===== config.mk =====
export PLATFORM = sky130hd
export DESIGN_NAME = fetch_queue
export DESIGN_NICKNAME = d
export VERILOG_FILES = /design/src/rtl/fetch_queue_pkg.sv /design/src/rtl/fetch_queue_ram.sv /design/src/rtl/fetch_queue.sv
export SDC_FILE = /design/constraint.sdc
export NUM_CORES = 2
export LEC_CHECK = 0
export ABC_AREA = 1
export BUFFER_PORTS_ARGS = -buffer_cell sky130_fd_sc_hd__buf_2
export CORE_MARGIN = 3
export CORE_UTILIZATION = 35
export DETAILED_ROUTE_END_ITERATION = 10
export PLACE_DENSITY = 0.46
export RECOVER_POWER = 50
export SLEW_MARGIN = 10
export SYNTH_ARGS = -nofsm -noshare
export SYNTH_HDL_FRONTEND = slang
export SYNTH_SLANG_ARGS = --single-unit

===== constraint.sdc =====
create_clock -name clock -period 8.42 [get_ports clock]
set_input_delay 1.684 -clock clock [delete_from_list [all_inputs] [get_ports clock]]
set_output_delay 1.684 -clock clock [all_outputs]
set_load 0.01 [all_outputs]

===== src/rtl/fetch_queue_pkg.sv =====
// Shared frontend definitions for the fetch queue: slot/lane widths and the
// stored entry layout (PC plus raw instruction word).
package fetch_queue_pkg;

  localparam int unsigned FETCH_WIDTH = 2;   // instruction slots per fetch packet
  localparam int unsigned DEC_WIDTH   = 2;   // instructions presented to decode per cycle
  localparam int unsigned INST_W      = 32;  // instruction word width
  localparam int unsigned XLEN        = 32;  // PC width

  typedef struct packed {
    logic [XLEN-1:0]   pc;
    logic [INST_W-1:0] inst;
  } fq_entry_t;

endpackage


===== src/rtl/fetch_queue_ram.sv =====
// Storage array for the fetch queue: DEPTH x fq_entry_t registers.
//   clk_i      clock
//   wr_en_i    per-port write enable (FETCH_WIDTH ports)
//   wr_addr_i  per-port write address
//   wr_data_i  per-port write data
//   rd_addr_i  per-lane read address (DEC_WIDTH combinational ports)
//   rd_data_o  per-lane read data
// Storage is deliberately not reset; validity is tracked by the pointer logic.
module fetch_queue_ram
  import fetch_queue_pkg::*;
#(
  parameter int unsigned Depth = 16,
  parameter int unsigned PtrW  = 4
) (
  input  logic                                  clk_i,
  input  logic      [FETCH_WIDTH-1:0]           wr_en_i,
  input  logic      [FETCH_WIDTH-1:0][PtrW-1:0] wr_addr_i,
  input  fq_entry_t [FETCH_WIDTH-1:0]           wr_data_i,
  input  logic      [DEC_WIDTH-1:0][PtrW-1:0]   rd_addr_i,
  output fq_entry_t [DEC_WIDTH-1:0]             rd_data_o
);

  fq_entry_t mem_q [Depth];

  // Write addresses within one packet are always distinct (consecutive slots).
  always_ff @(posedge clk_i) begin
    for (int i = 0; i < FETCH_WIDTH; i++) begin
      if (wr_en_i[i]) begin
        mem_q[wr_addr_i[i]] <= wr_data_i[i];
      end
    end
  end

  always_comb begin
    for (int i = 0; i < DEC_WIDTH; i++) begin
      rd_data_o[i] = mem_q[rd_addr_i[i]];
    end
  end

endmodule


===== src/rtl/fetch_queue.sv =====
// Circular instruction buffer between fetch stage 3 and decode.
//   clock, reset               single clock, synchronous active-high reset
//   io_i_flush                 stage-3 flush; clears the queue, blocks enqueue and dequeue
//   io_i_fetch_pack_*          fetch packet: valid, slot-0 PC, slot instructions, slot mask
//   io_o_full                  fewer than FETCH_WIDTH free entries (from registered count)
//   io_i_dec_ready             decode accepts the whole presented group
//   io_o_dec_valid/pc/inst     up to DEC_WIDTH in-order lanes (thermometer valid)
//   io_o_count                 occupied entries
module fetch_queue
  import fetch_queue_pkg::*;
#(
  parameter int unsigned DEPTH = 16
) (
  input  logic                          clock,
  input  logic                          reset,
  input  logic                          io_i_flush,
  input  logic                          io_i_fetch_pack_valid,
  input  logic [XLEN-1:0]               io_i_fetch_pack_pc,
  input  logic [INST_W*FETCH_WIDTH-1:0] io_i_fetch_pack_insts,
  input  logic [FETCH_WIDTH-1:0]        io_i_fetch_pack_valids,
  output logic                          io_o_full,
  input  logic                          io_i_dec_ready,
  output logic [DEC_WIDTH-1:0]          io_o_dec_valid,
  output logic [XLEN*DEC_WIDTH-1:0]     io_o_dec_pc,
  output logic [INST_W*DEC_WIDTH-1:0]   io_o_dec_inst,
  output logic [$clog2(DEPTH):0]        io_o_count
);

  localparam int unsigned PtrW = $clog2(DEPTH);
  localparam int unsigned CntW = PtrW + 1;

  logic [PtrW-1:0] head_q, head_d, tail_q, tail_d;
  logic [CntW-1:0] count_q, count_d;
  logic [CntW-1:0] n_enq, n_deq;
  logic            full, enq_fire, deq_fire;
  logic [DEC_WIDTH-1:0] dec_valid;

  logic      [FETCH_WIDTH-1:0]           wr_en;
  logic      [FETCH_WIDTH-1:0][PtrW-1:0] wr_addr;
  fq_entry_t [FETCH_WIDTH-1:0]           wr_data;
  logic      [DEC_WIDTH-1:0][PtrW-1:0]   rd_addr;
  fq_entry_t [DEC_WIDTH-1:0]             rd_data;

  // Full looks only at the registered count so the upstream stall has no
  // combinational path from decode ready.
  assign full     = (CntW'(DEPTH) - count_q) < CntW'(FETCH_WIDTH);
  assign enq_fire = io_i_fetch_pack_valid & ~full & ~io_i_flush;
  assign deq_fire = io_i_dec_ready & ~io_i_flush;

  // Compaction: each valid slot lands at tail + (number of valid slots before it).
  // The stored PC is that of the original slot, so holes do not shift PCs.
  always_comb begin
    n_enq   = '0;
    wr_en   = '0;
    wr_addr = '0;
    wr_data = '0;
    for (int i = 0; i < FETCH_WIDTH; i++) begin
      wr_addr[i]      = tail_q + n_enq[PtrW-1:0];
      wr_data[i].pc   = io_i_fetch_pack_pc + XLEN'(4 * i);
      wr_data[i].inst = io_i_fetch_pack_insts[INST_W*i +: INST_W];
      if (io_i_fetch_pack_valids[i]) begin
        wr_en[i] = enq_fire;
        n_enq    = n_enq + CntW'(1);
      end
    end
    if (!enq_fire) begin
      n_enq = '0;
    end
  end

  // Decode lanes read straight from registered state; no enqueue bypass.
  always_comb begin
    dec_valid     = '0;
    n_deq         = '0;
    rd_addr       = '0;
    io_o_dec_pc   = '0;
    io_o_dec_inst = '0;
    for (int i = 0; i < DEC_WIDTH; i++) begin
      rd_addr[i]                         = head_q + PtrW'(i);
      dec_valid[i]                       = ~io_i_flush & (count_q > CntW'(i));
      io_o_dec_pc[XLEN*i +: XLEN]        = rd_data[i].pc;
      io_o_dec_inst[INST_W*i +: INST_W]  = rd_data[i].inst;
      if (deq_fire && dec_valid[i]) begin
        n_deq = n_deq + CntW'(1);
      end
    end
  end

  always_comb begin
    head_d  = head_q + n_deq[PtrW-1:0];
    tail_d  = tail_q + n_enq[PtrW-1:0];
    count_d = count_q + n_enq - n_deq;
    if (io_i_flush) begin
      head_d  = '0;
      tail_d  = '0;
      count_d = '0;
    end
  end

  always_ff @(posedge clock) begin
    if (reset) begin
      head_q  <= '0;
      tail_q  <= '0;
      count_q <= '0;
    end else begin
      head_q  <= head_d;
      tail_q  <= tail_d;
      count_q <= count_d;
    end
  end

  fetch_queue_ram #(
    .Depth (DEPTH),
    .PtrW  (PtrW)
  ) u_ram (
    .clk_i     (clock),
    .wr_en_i   (wr_en),
    .wr_addr_i (wr_addr),
    .wr_data_i (wr_data),
    .rd_addr_i (rd_addr),
    .rd_data_o (rd_data)
  );

  assign io_o_full      = full;
  assign io_o_dec_valid = dec_valid;
  assign io_o_count     = count_q;

endmodule

==> qor.yml <==
dp_cells: 10594
cts.clk_slew.worst_paths_ps: 60
clockPowerShare: 0.360
postSynthAreaPerCell_um2: 7.51
cts_buffers: 137
setup_ws_ps: 1060
drt-met1-wl_um: 120000
crit_fanout: 29
netlist_area_um2: 64600
synth_xor_area_frac: 0.00304
synth_nets: 8731
hold_class: "flop to flop"
drt_pass1_iterations: 9
rsz0062_at_grt: "false"
gr-total-overflow: 0
synth_area_leader_cell: "edfxtp_1"
clk_path_buf_depth: 3
cts_setup_buffers: 0
avgRoutedWirePerCell_um: 27.1
clock_latency_ps: 790
synth_common_cells: "nand2_1 (3693), edfxtp_1 (1024), o21ai_0 (704)"
setup.worst_path.start_class: "input pin"
num_vias: 60970
dpl_cell_area_um2: 66700
post-place-ws_ps: 2820
netSwitchingPower_uw: 5590
violations: "capacitance limit, slew limit"
crit_path_end_kind: "flop"
rows: 157
pwr_density_cell_nw_per_um2: 224
fin_cells: 10846
initial_core_util: 0.353
synth_top_family_by_area: "simple AND/OR/NAND/NOR gates"
async_flop_share: 0
design_area_um2: 70700
cts_repair_resize_count: 0
ys_ff_latch: 1037
holdWs_ps: 580
cp_data_required_time_ps: 8880
hpwl_um: 154000
pin_count: 239
finClkSkew_ps: 30.8
p_sw_frac: 0.353
nets: 8397
place.gp.congestion: 0.844
area_delta_synth_final_pct: 9.45
vias_per_cell: 5.62
grt_pass1_vias: 55529
die_x_um: 436
top_layer: "met5"
synth-compound-area-share: 0.147
p_comb_frac: 0.268
die_h_um: 436
period_minus_slack_ps: 7360
synth_edf_count: 1024
ir_drop_mv: 0.152
hp-start: "tail_q[3]$_SDFF_PP0_"
drive_above_1_share: 0.0680
synth-simple-area-share: 0.280
cts_root_buf: "clkbuf_16"
worstReg2RegStart: "io_o_count[2]$_SDFF_PP0_"
routed-wl-met2_um: 138000
wirelength_um: 294000
htreeDepth: 4
synth_flop_cell: "edfxtp_1"
finalHoldViolations: 0
drc: 0
antenna_found_initial: 32
power.internal_uw: 10300
ys_seq_area_frac: 0.480
status: "finished, violations left"
antenna_left: 0
setup-tns-final_ps: 0
synth-warning-count: 0
core_area_um2: 183000
dr_wl_met3_um: 23400
synthMuxAreaShare: 0
yosysTopAreaCellShare: 0.476
drt_iter0_drc: 7059
synth_cell_type_count: 31
grt_pass1_wl_um: 413000
cts.sinks: 1037
synth_fa_ha_area_frac: 0.00530
synth_cells: 8603
fmax_ghz: 0.136
grt_usage: 0.298
area.sequential_um2: 31000
cp.arrival_ps: 7830
multi_input_area_um2: 28300
final_max_slew_viol_count: 871
seqPwrFrac: 0.371
synthTopCellsByArea: "edfxtp_1 (48%), nand2_1 (21%), o21ai_0 (5.5%), o211ai_1 (5.2%), a21oi_1 (4.0%)"
cts_tree: "done"
tightest_slew_ps: 3700
n_fill_cell: 18610
grt_max_degree: 280
holdBufCountCts: 0
setup_viol: 0
io_buffers: 238
dieArea_um2: 190000
maxCapViolCount: 33
maxSlewHeadroom: -1.46
yosysMostFrequentCell: "nand2_1"
p_leak_uw: 0.0287
critPathLaunch: "io_i_fetch_pack_valids[0]"
critPathKind: "input pin to flop"
fin_crit_sh: 0.874
==> metrics by stage <==
step,util,total power (µW)
floorplan,-,8800
global placement,0.364,10200
detailed placement,0.364,10200
CTS,0.387,15900
global route,0.386,16500
finish,0.386,15800
==> state kept, by name, summed over array words and instances, names as in the netlist <==
signal / cells
u_ram.mem_q: 1024
io_o_count: 5
head_q: 4
tail_q: 4
==> kinds of logic after synthesis <==
logic type | after synthesis
simple gates | 4505
compound gates | 1672
buf+inv | 1345
flops | 1037
fa+ha+maj | 25
xor+xnor | 19
==> critical path, stage by stage <==
cell      delay [ps]
buf_2            280
ha_1             260
ha_1             200
inv_1             70
nand2_1           60
nand2_1           70
nand3_1          140
nor2_1            90
nand4_1           70
clkbuf_1        1770
nand2_1         2200
buf_4            860
==> per-layer routing <==
metal	track usage	up-vias
met5	0	-
met4	0.119	10
met3	0.0410	611
met2	0.492	2994
met1	0.394	29410
li1	-	27945
==> final timing paths <==
kind                                        end  slack (ps)  cells after the start
hold / removal             tail_q[3]$_SDFF_PP0_         580                      2
hold reg to reg            tail_q[3]$_SDFF_PP0_         580                      2
setup / recovery  u_ram.mem_q[13][16]$_DFFE_PP_        1060                     12
setup reg to reg   u_ram.mem_q[6][48]$_DFFE_PP_        1240                     13
==> layout by cell type (no fill, tap or decap), types with 9 or more instances in the layout <==
cell type  instances
clkbuf_1          64
buf_4             87
nand2_1         3687
buf_2            229
clkinv_1          19
inv_1            506
a21oi_1          519
edfxtp_1        1024
buf_12            13
o21ai_0          704
o211ai_1         448
dfxtp_1            9
clkbuf_16        138
nand3_1          403
clkinv_2          20
inv_6              9
nand3b_1          13
ha_1              20
nand4_1          154
nor2_1           213
diode_2           11
==> layout make-up <==
cell class,instances,area share
Sequential cell,1037,0.439
Inverter,514,0.0278
Clock inverter,65,0.00861
Antenna cell,11,0.000389
Clock buffer,176,0.0508
Tap cell,2464,0.0436
Multi-Input combinational cell,6221,0.399
Timing Repair Buffer,358,0.0307
==> power by group through the flow <==
stage / Combinational [µW] / Clock (µW) / Sequential [µW]
after floorplan: 2830 / 0 / 5970
after global placement: 4170 / 0 / 5990
final: 4250 / 5710 / 5890
after global routing: 4670 / 5970 / 5890
after detailed placement: 4230 / 0 / 5990
after CTS: 4240 / 5770 / 5880
Note: power is estimated with default switching activity, not from simulation.
